`src/rtl/plab5_mcore_mem_acc_ndom_if.sv`:
```
// ---------------------------------------------------------------------------
// plab5_mcore_mem_acc_ndom_if
//
// Bundles every val/rdy channel around the N-domain memory access gate:
//   net_req_*  : request from the network port (control, data, requester domain)
//   mem_req_*  : request forwarded to the single-port test memory
//   mem_resp_* : response coming back from that memory
//   net_resp_* : response returned to the network port (with domain tag)
//
// Modports:
//   slave  : the access gate's view (consumes net_req/mem_resp, drives the rest)
//   master : the surrounding harness's view (network port plus memory)
//
// Control layouts:
//   request  control = {type[2:0], opaque, addr, len}
//   response control = {type[2:0], opaque, len}
// ---------------------------------------------------------------------------
interface plab5_mcore_mem_acc_ndom_if #(
  parameter int p_opaque_nbits = 8,
  parameter int p_addr_nbits   = 32,
  parameter int p_data_nbits   = 128,
  parameter int p_dom_nbits    = 2
);

  localparam int c_len_nbits  = $clog2(p_data_nbits/8);
  localparam int c_req_nbits  = 3 + p_opaque_nbits + p_addr_nbits + c_len_nbits;
  localparam int c_resp_nbits = 3 + p_opaque_nbits + c_len_nbits;

  // network request channel
  logic                    net_req_val;
  logic                    net_req_rdy;
  logic [c_req_nbits-1:0]  net_req_control;
  logic [p_data_nbits-1:0] net_req_data;
  logic [p_dom_nbits-1:0]  net_req_domain;

  // forwarded memory request channel
  logic                    mem_req_val;
  logic                    mem_req_rdy;
  logic [c_req_nbits-1:0]  mem_req_control;
  logic [p_data_nbits-1:0] mem_req_data;

  // memory response channel
  logic                    mem_resp_val;
  logic                    mem_resp_rdy;
  logic [c_resp_nbits-1:0] mem_resp_control;
  logic [p_data_nbits-1:0] mem_resp_data;

  // network response channel
  logic                    net_resp_val;
  logic                    net_resp_rdy;
  logic [c_resp_nbits-1:0] net_resp_control;
  logic [p_data_nbits-1:0] net_resp_data;
  logic [p_dom_nbits-1:0]  net_resp_domain;

  modport slave (
    input  net_req_val, net_req_control, net_req_data, net_req_domain,
    output net_req_rdy,
    output mem_req_val, mem_req_control, mem_req_data,
    input  mem_req_rdy,
    input  mem_resp_val, mem_resp_control, mem_resp_data,
    output mem_resp_rdy,
    output net_resp_val, net_resp_control, net_resp_data, net_resp_domain,
    input  net_resp_rdy
  );

  modport master (
    output net_req_val, net_req_control, net_req_data, net_req_domain,
    input  net_req_rdy,
    input  mem_req_val, mem_req_control, mem_req_data,
    output mem_req_rdy,
    output mem_resp_val, mem_resp_control, mem_resp_data,
    input  mem_resp_rdy,
    input  net_resp_val, net_resp_control, net_resp_data, net_resp_domain,
    output net_resp_rdy
  );

endinterface

```
`src/rtl/plab5_mcore_mem_acc_ndom.sv`:
```
// ---------------------------------------------------------------------------
// plab5_mcore_mem_acc_ndom
//
// Per-bank access-control gate for N totally ordered security domains.
// Each network request is checked against the bank's static level:
//   read  allowed iff requester domain >= bank level (no read-up)
//   write allowed iff requester domain <= bank level (no write-down)
//   any other type code is denied.
// Allowed requests pass straight through to memory. Denied requests never
// reach memory; they are answered locally with a zeroed response. A small
// in-order FIFO remembers every accepted request so responses leave in
// acceptance order, tagged with the requester's domain.
//
// Ports:
//   clk, reset     : clock, synchronous active-high reset
//   mem_sec_level  : static security level of the attached bank
//   bus            : all val/rdy channels (slave modport of the _if)
//   deny_count     : saturating count of accepted denied requests
// ---------------------------------------------------------------------------
module plab5_mcore_mem_acc_ndom #(
  parameter int p_opaque_nbits = 8,
  parameter int p_addr_nbits   = 32,
  parameter int p_data_nbits   = 128,
  parameter int p_dom_nbits    = 2,
  parameter int p_max_outs     = 4,
  parameter int p_cnt_nbits    = 16
) (
  input  logic                       clk,
  input  logic                       reset,
  input  logic [p_dom_nbits-1:0]     mem_sec_level,
  plab5_mcore_mem_acc_ndom_if.slave  bus,
  output logic [p_cnt_nbits-1:0]     deny_count
);

  localparam int c_len_nbits   = $clog2(p_data_nbits/8);
  localparam int c_req_nbits   = 3 + p_opaque_nbits + p_addr_nbits + c_len_nbits;
  localparam int c_resp_nbits  = 3 + p_opaque_nbits + c_len_nbits;
  localparam int c_ptr_nbits   = $clog2(p_max_outs);
  localparam int c_count_nbits = c_ptr_nbits + 1;

  localparam logic [c_count_nbits-1:0] c_count_zero = {c_count_nbits{1'b0}};
  localparam logic [c_count_nbits-1:0] c_count_one  = c_count_nbits'(1);
  localparam logic [c_count_nbits-1:0] c_count_full = c_count_nbits'(p_max_outs);
  localparam logic [c_ptr_nbits-1:0]   c_ptr_zero   = {c_ptr_nbits{1'b0}};
  localparam logic [c_ptr_nbits-1:0]   c_ptr_one    = c_ptr_nbits'(1);
  localparam logic [p_cnt_nbits-1:0]   c_cnt_zero   = {p_cnt_nbits{1'b0}};
  localparam logic [p_cnt_nbits-1:0]   c_cnt_one    = p_cnt_nbits'(1);
  localparam logic [p_cnt_nbits-1:0]   c_cnt_max    = {p_cnt_nbits{1'b1}};
  localparam logic [p_data_nbits-1:0]  c_data_zero  = {p_data_nbits{1'b0}};
  localparam logic [c_len_nbits-1:0]   c_len_zero   = {c_len_nbits{1'b0}};
  localparam logic [c_resp_nbits-1:0]  c_resp_zero  = {c_resp_nbits{1'b0}};
  localparam logic [p_dom_nbits-1:0]   c_dom_zero   = {p_dom_nbits{1'b0}};

  localparam logic [2:0] c_type_read  = 3'd0;
  localparam logic [2:0] c_type_write = 3'd1;

  // -------------------------------------------------------------------------
  // Request decode
  // -------------------------------------------------------------------------
  logic [2:0]                req_type_s;
  logic [p_opaque_nbits-1:0] req_opaque_s;

  assign req_type_s   = bus.net_req_control[c_req_nbits-1 -: 3];
  assign req_opaque_s = bus.net_req_control[c_req_nbits-4 -: p_opaque_nbits];

  // -------------------------------------------------------------------------
  // Outstanding-request FIFO state
  // -------------------------------------------------------------------------
  logic [c_count_nbits-1:0]  count_r;
  logic [c_ptr_nbits-1:0]    wr_ptr_r;
  logic [c_ptr_nbits-1:0]    rd_ptr_r;
  logic [p_cnt_nbits-1:0]    deny_count_r;

  // The response length of a denied entry is always zero, so len is not kept.
  logic [p_dom_nbits-1:0]    ent_domain_r [0:p_max_outs-1];
  logic                      ent_denied_r [0:p_max_outs-1];
  logic [2:0]                ent_type_r   [0:p_max_outs-1];
  logic [p_opaque_nbits-1:0] ent_opaque_r [0:p_max_outs-1];

  logic                      full_s;
  logic                      empty_s;
  logic                      allowed_s;
  logic                      push_s;
  logic                      pop_s;

  logic                      net_req_rdy_s;
  logic                      mem_req_val_s;
  logic [p_data_nbits-1:0]   mem_req_data_s;

  logic                      net_resp_val_s;
  logic [c_resp_nbits-1:0]   net_resp_control_s;
  logic [p_data_nbits-1:0]   net_resp_data_s;
  logic [p_dom_nbits-1:0]    net_resp_domain_s;
  logic                      mem_resp_rdy_s;

  logic [p_dom_nbits-1:0]    head_domain_s;
  logic                      head_denied_s;
  logic [2:0]                head_type_s;
  logic [p_opaque_nbits-1:0] head_opaque_s;

  // A pop in the same cycle never frees a slot for a push (no bypass).
  assign full_s  = (count_r == c_count_full);
  assign empty_s = (count_r == c_count_zero);

  assign head_domain_s = ent_domain_r[rd_ptr_r];
  assign head_denied_s = ent_denied_r[rd_ptr_r];
  assign head_type_s   = ent_type_r[rd_ptr_r];
  assign head_opaque_s = ent_opaque_r[rd_ptr_r];

  // Access policy: ordered domains, no read-up and no write-down.
  always_comb begin
    allowed_s = 1'b0;
    case (req_type_s)
      c_type_read:  allowed_s = (bus.net_req_domain >= mem_sec_level);
      c_type_write: allowed_s = (bus.net_req_domain <= mem_sec_level);
      default:      allowed_s = 1'b0;
    endcase
  end

  // Request path: allowed requests wait on memory, denied ones only on FIFO space.
  always_comb begin
    net_req_rdy_s = 1'b0;
    mem_req_val_s = 1'b0;
    if (allowed_s) begin
      net_req_rdy_s = bus.mem_req_rdy & ~full_s;
      mem_req_val_s = bus.net_req_val & ~full_s;
    end else begin
      net_req_rdy_s = ~full_s;
      mem_req_val_s = 1'b0;
    end
  end

  // Gate write data so nothing from a denied or idle request reaches memory.
  always_comb begin
    mem_req_data_s = c_data_zero;
    if (mem_req_val_s) begin
      mem_req_data_s = bus.net_req_data;
    end else begin
      mem_req_data_s = c_data_zero;
    end
  end

  assign push_s = bus.net_req_val & net_req_rdy_s;

  // Response path: denied heads are answered locally, allowed heads wait on memory.
  always_comb begin
    net_resp_val_s     = 1'b0;
    net_resp_control_s = c_resp_zero;
    net_resp_data_s    = c_data_zero;
    net_resp_domain_s  = c_dom_zero;
    mem_resp_rdy_s     = 1'b0;
    if (empty_s) begin
      // A stray memory response is held off rather than dropped.
      net_resp_val_s = 1'b0;
      mem_resp_rdy_s = 1'b0;
    end else if (head_denied_s) begin
      net_resp_val_s     = 1'b1;
      net_resp_control_s = {head_type_s, head_opaque_s, c_len_zero};
      net_resp_data_s    = c_data_zero;
      net_resp_domain_s  = head_domain_s;
      mem_resp_rdy_s     = 1'b0;
    end else begin
      net_resp_val_s     = bus.mem_resp_val;
      net_resp_control_s = bus.mem_resp_control;
      net_resp_data_s    = bus.mem_resp_data;
      net_resp_domain_s  = head_domain_s;
      mem_resp_rdy_s     = bus.net_resp_rdy;
    end
  end

  assign pop_s = net_resp_val_s & bus.net_resp_rdy;

  // FIFO occupancy and pointers; pointers wrap naturally at p_max_outs.
  always_ff @(posedge clk) begin
    if (reset) begin
      count_r  <= c_count_zero;
      wr_ptr_r <= c_ptr_zero;
      rd_ptr_r <= c_ptr_zero;
    end else begin
      if (push_s) begin
        wr_ptr_r <= wr_ptr_r + c_ptr_one;
      end else begin
        wr_ptr_r <= wr_ptr_r;
      end
      if (pop_s) begin
        rd_ptr_r <= rd_ptr_r + c_ptr_one;
      end else begin
        rd_ptr_r <= rd_ptr_r;
      end
      case ({push_s, pop_s})
        2'b10:   count_r <= count_r + c_count_one;
        2'b01:   count_r <= count_r - c_count_one;
        default: count_r <= count_r;
      endcase
    end
  end

  // FIFO entry storage; contents are don't-care until written by a push.
  always_ff @(posedge clk) begin
    if (push_s) begin
      ent_domain_r[wr_ptr_r] <= bus.net_req_domain;
      ent_denied_r[wr_ptr_r] <= ~allowed_s;
      ent_type_r[wr_ptr_r]   <= req_type_s;
      ent_opaque_r[wr_ptr_r] <= req_opaque_s;
    end
  end

  // Saturating count of accepted denied requests.
  always_ff @(posedge clk) begin
    if (reset) begin
      deny_count_r <= c_cnt_zero;
    end else if (push_s && !allowed_s && (deny_count_r != c_cnt_max)) begin
      deny_count_r <= deny_count_r + c_cnt_one;
    end else begin
      deny_count_r <= deny_count_r;
    end
  end

  // -------------------------------------------------------------------------
  // Output drive
  // -------------------------------------------------------------------------
  assign bus.net_req_rdy      = net_req_rdy_s;
  assign bus.mem_req_val      = mem_req_val_s;
  assign bus.mem_req_control  = bus.net_req_control;
  assign bus.mem_req_data     = mem_req_data_s;
  assign bus.mem_resp_rdy     = mem_resp_rdy_s;
  assign bus.net_resp_val     = net_resp_val_s;
  assign bus.net_resp_control = net_resp_control_s;
  assign bus.net_resp_data    = net_resp_data_s;
  assign bus.net_resp_domain  = net_resp_domain_s;
  assign deny_count           = deny_count_r;

endmodule

```
`src/flat_wrapper.sv`:
```
// flat-port wrapper written by rule: the top's interface ports become plain ports
module plab5_mcore_mem_acc_ndom_flat 
#(
  parameter int p_opaque_nbits = 8,
  parameter int p_addr_nbits   = 32,
  parameter int p_data_nbits   = 128,
  parameter int p_dom_nbits    = 2,
  parameter int p_max_outs     = 4,
  parameter int p_cnt_nbits    = 16
)
  (clk, reset, mem_sec_level, deny_count, bus_net_req_val, bus_net_req_control, bus_net_req_data, bus_net_req_domain, bus_net_req_rdy, bus_mem_req_val, bus_mem_req_control, bus_mem_req_data, bus_mem_req_rdy, bus_mem_resp_val, bus_mem_resp_control, bus_mem_resp_data, bus_mem_resp_rdy, bus_net_resp_val, bus_net_resp_control, bus_net_resp_data, bus_net_resp_domain, bus_net_resp_rdy);
  plab5_mcore_mem_acc_ndom_if #(.p_opaque_nbits(p_opaque_nbits), .p_addr_nbits(p_addr_nbits), .p_data_nbits(p_data_nbits), .p_dom_nbits(p_dom_nbits)) bus_i ();
  input  logic clk;
  input  logic reset;
  input  logic [p_dom_nbits-1:0] mem_sec_level;
  output logic [p_cnt_nbits-1:0] deny_count;
  input wire logic [$bits(bus_i.net_req_val)-1:0] bus_net_req_val;
  input wire logic [$bits(bus_i.net_req_control)-1:0] bus_net_req_control;
  input wire logic [$bits(bus_i.net_req_data)-1:0] bus_net_req_data;
  input wire logic [$bits(bus_i.net_req_domain)-1:0] bus_net_req_domain;
  output wire logic [$bits(bus_i.net_req_rdy)-1:0] bus_net_req_rdy;
  output wire logic [$bits(bus_i.mem_req_val)-1:0] bus_mem_req_val;
  output wire logic [$bits(bus_i.mem_req_control)-1:0] bus_mem_req_control;
  output wire logic [$bits(bus_i.mem_req_data)-1:0] bus_mem_req_data;
  input wire logic [$bits(bus_i.mem_req_rdy)-1:0] bus_mem_req_rdy;
  input wire logic [$bits(bus_i.mem_resp_val)-1:0] bus_mem_resp_val;
  input wire logic [$bits(bus_i.mem_resp_control)-1:0] bus_mem_resp_control;
  input wire logic [$bits(bus_i.mem_resp_data)-1:0] bus_mem_resp_data;
  output wire logic [$bits(bus_i.mem_resp_rdy)-1:0] bus_mem_resp_rdy;
  output wire logic [$bits(bus_i.net_resp_val)-1:0] bus_net_resp_val;
  output wire logic [$bits(bus_i.net_resp_control)-1:0] bus_net_resp_control;
  output wire logic [$bits(bus_i.net_resp_data)-1:0] bus_net_resp_data;
  output wire logic [$bits(bus_i.net_resp_domain)-1:0] bus_net_resp_domain;
  input wire logic [$bits(bus_i.net_resp_rdy)-1:0] bus_net_resp_rdy;
  assign bus_i.net_req_val = bus_net_req_val;
  assign bus_i.net_req_control = bus_net_req_control;
  assign bus_i.net_req_data = bus_net_req_data;
  assign bus_i.net_req_domain = bus_net_req_domain;
  assign bus_net_req_rdy = bus_i.net_req_rdy;
  assign bus_mem_req_val = bus_i.mem_req_val;
  assign bus_mem_req_control = bus_i.mem_req_control;
  assign bus_mem_req_data = bus_i.mem_req_data;
  assign bus_i.mem_req_rdy = bus_mem_req_rdy;
  assign bus_i.mem_resp_val = bus_mem_resp_val;
  assign bus_i.mem_resp_control = bus_mem_resp_control;
  assign bus_i.mem_resp_data = bus_mem_resp_data;
  assign bus_mem_resp_rdy = bus_i.mem_resp_rdy;
  assign bus_net_resp_val = bus_i.net_resp_val;
  assign bus_net_resp_control = bus_i.net_resp_control;
  assign bus_net_resp_data = bus_i.net_resp_data;
  assign bus_net_resp_domain = bus_i.net_resp_domain;
  assign bus_i.net_resp_rdy = bus_net_resp_rdy;
  plab5_mcore_mem_acc_ndom #(.p_opaque_nbits(p_opaque_nbits), .p_addr_nbits(p_addr_nbits), .p_data_nbits(p_data_nbits), .p_dom_nbits(p_dom_nbits), .p_max_outs(p_max_outs), .p_cnt_nbits(p_cnt_nbits)) u_core (.clk(clk), .reset(reset), .mem_sec_level(mem_sec_level), .bus(bus_i), .deny_count(deny_count));
endmodule
```
`config.mk`:
```
export PLATFORM = sky130hd
export DESIGN_NAME = plab5_mcore_mem_acc_ndom_flat
export DESIGN_NICKNAME = d
export VERILOG_FILES = /design/src/rtl/plab5_mcore_mem_acc_ndom_if.sv /design/src/rtl/plab5_mcore_mem_acc_ndom.sv /design/src/flat_wrapper.sv
export SDC_FILE = /design/constraint.sdc
export NUM_CORES = 1
export LEC_CHECK = 0
export ABC_AREA = 1
export CAP_MARGIN = 20
export CORE_AREA = 2 2 259 261
export CTS_CLUSTER_DIAMETER = 100
export DETAILED_ROUTE_END_ITERATION = 8
export DIE_AREA = 0 0 261 263
export DONT_BUFFER_PORTS = 1
export PLACE_DENSITY = 0.3
export SYNTH_ARGS = -nofsm -noshare
export SYNTH_HDL_FRONTEND = slang
export SYNTH_SLANG_ARGS = --single-unit
```
`constraint.sdc`:
```
create_clock -name clk -period 2.9 [get_ports clk]
set_clock_uncertainty 0.15 [all_clocks]
set_input_delay 0.435 -clock clk [delete_from_list [all_inputs] [get_ports clk]]
set_output_delay 0.435 -clock clk [all_outputs]
set_load 0.01 [all_outputs]
```
======== Yosys cells after proc, flatten, opt, wreduce, memory -nomap -nowiden ========
Memory sizes are Yosys's and may differ from the RTL's. A register that Yosys moved wholly into a read port is not among the register bits.
Index checks and enable logic that the tools add are counted.
storage, ports and cells
  flip-flop bits (word level) ............. 23
  RAM bits ................................ 56
  bits of input ports ..................... 328
  output and inout port bits .............. 340
  memories kept ........................... 4
memories
  name                 depth  width  rd ports  clocked after memory_dff  write ports  RTL line                        RTL
  u_core.ent_opaque_r  4      8      1         1                         1            plab5_mcore_mem_acc_ndom.sv:78  logic [p_opaque_nbits-1:0] ent_opaque_r [0:p_max_outs-1];
  u_core.ent_type_r    4      3      1         1                         1            plab5_mcore_mem_acc_ndom.sv:77  logic [2:0] ent_type_r [0:p_max_outs-1];
  u_core.ent_domain_r  4      2      1         1                         1            plab5_mcore_mem_acc_ndom.sv:75  logic [p_dom_nbits-1:0] ent_domain_r [0:p_max_outs-1];
  u_core.ent_denied_r  4      1      1         1                         1            plab5_mcore_mem_acc_ndom.sv:76  logic ent_denied_r [0:p_max_outs-1];
cells by class
  add/subtract/negate cells ............... 5
  $lt $le $gt $ge ......................... 2
  equal/unequal tests ..................... 5
  multiplexer cells ....................... 24
  bitwise gates (word level) .............. 6
  reduce and logical (&&, ||, !) cells .... 6
operators by type and width
  operator                 count
  $mux W128                3
  $mux W15                 2
  $mux W2                  9
  $add A16 B1 Y16 const B  1
  $ne A16 B16 Y1 const B   1
  $mux W1                  8
  $logic_not A3 Y1         2
  $pmux W3 S2              1
  $add A2 B1 Y2 const B    2
  $and A1 B1 Y1            4
  $add A3 B1 Y3 const B    1
  $eq A3 B1 Y1 const B     1
  $eq A3 B3 Y1 const B     1
  $sub A3 B1 Y3 const B    1
  $eq A2 B1 Y1 const B     1
  $eq A2 B2 Y1 const B     1
  $ge A2 B2 Y1             1
  $le A2 B2 Y1             1
  $logic_and A1 B1 Y1      2
  $not A1 Y1               2
  $pmux W1 S2              1
  $reduce_bool A2 Y1       1
  $logic_not A1 Y1         1

======== Longest topological paths before layout ========
  word-level depth ........................ 7
  depth in mapped cells ................... 16
  gate-level depth less buffers ........... 16

======== Worst setup path after synthesis ========
OpenSTA, ideal clock, no wires.
  path kind ............................... input to register
  start ................................... in bus_net_req_domain[0]
  end ..................................... reg u_core.count_r[2]
  library setup time ...................... 0.125 ns
  data arrival time ....................... 2.362 ns
  data required time ...................... 2.625 ns
  setup slack ............................. 0.262 ns
  stages .................................. 13
  path buffers ............................ 0
  cell sequence ........................... inv_1 > ha_1 > nand2_1 > nand3_1 > nand2_1 > nand2_1 > nand2_1 > nand2_1 > ha_1 > fa_1 > o21a_1 > o21ai_0 > a21oi_1
on the way
  longest elaborated chain between the ends .. 6
  elaborated cells between the ends (all ways) .. 9
  those cells by class .................... order compare: 2; eq/ne: 2; mux: 3; bitwise: 1; reduce/logical: 1
ends and longest elaborated chain
  what                                                      RTL line                                                          RTL
  start, declared                                           flat_wrapper.sv:20                                                input wire logic [$bits(bus_i.net_req_domain)-1:0] bus_net_req_domain;
  $le A2 B2 Y1 / $ge A2 B2 Y1 (equally long branches)       plab5_mcore_mem_acc_ndom.sv:115, plab5_mcore_mem_acc_ndom.sv:114
  $pmux W1 S2 (*)                                           plab5_mcore_mem_acc_ndom.sv:113                                   case (req_type_s)
  $mux W1 (*)                                               plab5_mcore_mem_acc_ndom.sv:124                                   if (allowed_s) begin
  $and A1 B1 Y1 (*)                                         plab5_mcore_mem_acc_ndom.sv:143                                   assign push_s = bus.net_req_val & net_req_rdy_s;
  $eq A2 B1 Y1 / $eq A2 B2 Y1 (equally long branches)       plab5_mcore_mem_acc_ndom.sv:190                                   case ({push_s, pop_s})
  $pmux W3 S2 / $reduce_bool A2 Y1 (equally long branches)  n/a
  end signal, assigned                                      plab5_mcore_mem_acc_ndom.sv:191                                   2'b10: count_r <= count_r + c_count_one;
  end signal, assigned                                      plab5_mcore_mem_acc_ndom.sv:192                                   2'b01: count_r <= count_r - c_count_one;
  end signal, assigned                                      plab5_mcore_mem_acc_ndom.sv:193                                   default: count_r <= count_r;
  end, declared                                             plab5_mcore_mem_acc_ndom.sv:69                                    logic [c_count_nbits-1:0] count_r;
Every way passes the cells marked *; elsewhere a longest branch is shown, timed or not.
A chain may end at the register's enable or synchronous reset.

==> metrics.md <==
| Metric | Value |
|---|---|
| Run status | `complete, no violations` |
| P&R area growth vs syn | `29.8%` |
| Logic pwr share | `0.581` |
| Post-synthesis cell count | `1010` |
| Die width | `261 um` |
| Detail Route Antenna Nets | `0` |
| WL final | `48100 um` |
| Final worst path period need | `2.68 ns` |
| Critical Path RT | `2.32 ns` |
| First-pass GRT wire length | `59400 um` |
| Slew @ Worst Pin | `0.773 ns` |
| CTS Root Cell | `clkbuf_16` |
| N_diodes | `0` |
| Largest net degree at the start of global routing | `96` |
| Final Max Tran Viols | `0` |
| WP data arrival | `2.09 ns` |
| CTS max path bufs | `2` |
| CP Launch Type | `flip-flop` |
| GRT Overall Usage | `0.132` |
| Total grt overflow | `0` |
| Die height | `263 um` |
| Clk slew on worst S/H paths | `0.07 ns` |
| Crit-path max FO | `34` |
| Vias in the first global route | `6261` |
| Maxcap violations | `0` |
| CTS tree | `done` |
| Worst skew pair latency | `0.35 ns` |
| Yosys cell types | `31` |
| Drt pass-1 iters | `5` |
| Flop pwr share | `0.232` |
| Commonest cells after routing, fill and taps aside | `nor2_1, inv_1, buf_4` |
| Power Internal | `0.00297 W` |
| Clock group share of total power | `0.188` |
| DR vias/cell | `3.30` |
| CTS H-tree lvls | `3` |
| Post-Synthesis Net Count | `1347` |
| Yosys warning count | `0` |
| Share of cells above drive strength 1 | `0.174` |
| Most common cell after layout, fill and taps aside | `nor2_1` |
| R2R depth | `10` |
| Post-detail-place hpwl | `43200 um` |
| CP Capture Type | `output pin` |
| Final nets | `1426` |
| Hold depth | `0` |
| Tot Pwr | `0.00605 W` |
| Pwr dens | `730 nW/um^2` |
| Ys flop type | `edfxtp_1` |
| Seq/Total Area, Yosys | `0.341` |
| Starting Density | `0.0974` |
| Placed cell count | `1941` |
| Num rows | `94` |
| Clock sink total | `81` |
| Via count | `6469` |
| Leakage | `4.28 nW` |
| Post-synth EDFFs | `56` |
| Worst setup margin | `0.220 ns` |
| Die ar. | `68600 sq um` |
| Reg2reg setup slack | `0.38 ns` |
| Non-Filler Instances | `1958` |
| Number of synthesized register bits | `81` |
| TritonCTS Buffers | `9` |
| Worst hold path type | `in2reg` |
| Synthesized area | `6390 sq um` |
| Setup TNS | `0 ns` |
| Routed WL per cell | `24.6 um` |
| Core ar. | `65600 sq um` |
| Initial antenna violation count | `6` |
| GPL Wtd Cong | `0.865` |
| Drt drc | `0` |
| # setup viols final | `0` |
| Max Freq | `373 MHz` |
| Average size of a mapped cell | `6.33 sq um` |
| Switching power | `0.00308 W` |
| Crit Path Class | `reg2out` |
| Fraction of registers with async set/reset | `0` |
| Layout fillers | `7705` |
| Max VDD drop | `0.000263 V` |
| Dpl ws | `0.199 ns` |
| Sw Share | `0.509` |
| IO Pins | `668` |
| RSZ-0062 raised after global routing | `no` |
| Initial DRC count | `453` |
| Final Cycle Share | `0.924` |
| Final Hold Viols | `0` |
| Relative slew slack | `0.483` |
| IO Port Bufs | `0` |
## worst max-delay path: stages (launching register included)
cell     delay (ns)
dfxtp_1        0.42
inv_2          0.06
nand2_1        0.06
nand3_1        0.07
nand2_2        0.23
nand2_8        0.23
buf_4          0.26
nor2_1         0.18
buf_4          0.20
## path summary, 6_finish.rpt
path	from	to
worst max-delay path	flip-flop	bus_net_resp_data[17]
worst min register to register	u_core.wr_ptr_r[1]$_SDFFE_PP0P_	u_core.wr_ptr_r[1]$_SDFFE_PP0P_
worst max register to register	u_core.count_r[0]$_SDFFE_PP0P_	u_core.count_r[2]$_SDFFE_PP0P_
worst min-delay path	bus_net_req_control[36]	u_core.ent_opaque_r[1][0]$_DFFE_PP_
## per-stage QoR
stage | hold slack [ns] | util | instance area, sq um
2_1_floorplan | 0.324 | - | 6390
3_3_place_gp | 0.346 | 0.122 | 7990
6_report | 0.0190 | 0.126 | 8300
4_1_cts | 0.00302 | 0.126 | 8300
3_5_place_dp | 0.346 | 0.122 | 7990
5_1_grt | 0.000281 | 0.126 | 8300
## flip-flops by register name (all words and copies together), names as in the netlist, named ones only
register and cells:
u_core.ent_domain_r 8, u_core.ent_opaque_r 32, u_core.ent_type_r 12, u_core.wr_ptr_r 2, u_core.deny_count 16, u_core.count_r 3, u_core.ent_denied_r 4, u_core.rd_ptr_r 2
## layout make-up
type | instances | area, sq um | area share
multi-input combinational | 547 | 2440 | 0.295
sequential | 81 | 2180 | 0.263
timing repair buffer | 156 | 1200 | 0.144
inverter | 294 | 1100 | 0.133
tap | 864 | 1080 | 0.130
clock buffer | 9 | 225 | 0.0271
clock inverter | 7 | 61.3 | 0.00739
## power groups by stage
stage / Sequential, W / Clock [W] / Combinational [W]
after floorplan: 0.00141 / 0 / 0.00168
after global placement: 0.00143 / 0 / 0.00367
after detailed placement: 0.00143 / 0 / 0.00366
after CTS: 0.00141 / 0.00119 / 0.00370
after global routing: 0.00142 / 0.00122 / 0.00393
final: 0.00140 / 0.00114 / 0.00352
## synthesized netlist by cell type, drive strengths merged (2+ instances only)
| cell | instances | share of area |
|---|---|---|
| a31oi | 7 | 0.0069 |
| xnor2 | 2 | 0.0027 |
| ha | 8 | 0.016 |
| dfxtp | 25 | 0.078 |
| o21ai | 53 | 0.041 |
| nand2 | 76 | 0.047 |
| nor2 | 339 | 0.20 |
| edfxtp | 56 | 0.26 |
| nand3 | 15 | 0.014 |
| inv | 294 | 0.17 |
| nand4 | 5 | 0.0049 |
| a21oi | 26 | 0.021 |
| xor2 | 6 | 0.0082 |
| clkbuf | 8 | 0.0047 |
| o22ai | 4 | 0.0039 |
| buf | 80 | 0.10 |
## metal layers
metal / part of all wire / GRT usage / up-vias / wire length, um
met5: 0.00056 / 0 / - / 27
met4: 0.018 / 0.0243 / 4 / 855
met3: 0.19 / 0.115 / 44 / 9190
met2: 0.41 / 0.189 / 398 / 19500
met1: 0.38 / 0.147 / 3012 / 18500
li1: - / - / 3011 / -
## what timing repair did
item,CTS,global route
hold buffers,1,0
resized for setup,1,1
setup buffers,0,0
setup endpoints to repair,5,7
hold endpoints to repair,17,0
gates cloned,0,0
pin swaps,0,0
## logic make-up (layout without fill, tap and decap cells)
family / count (synthesis) / in the layout / share of synthesized area
DFF: 81 / 81 / 0.341
buffers and inverters: 382 / 466 / 0.280
xor gates and xnor gates: 8 / 8 / 0.0110
and+or+nand+nor: 437 / 437 / 0.271
AOI/OAI and AO/OA: 93 / 93 / 0.0785
adders and majority gates: 9 / 9 / 0.0188
Power figures use the tool's default switching activity.
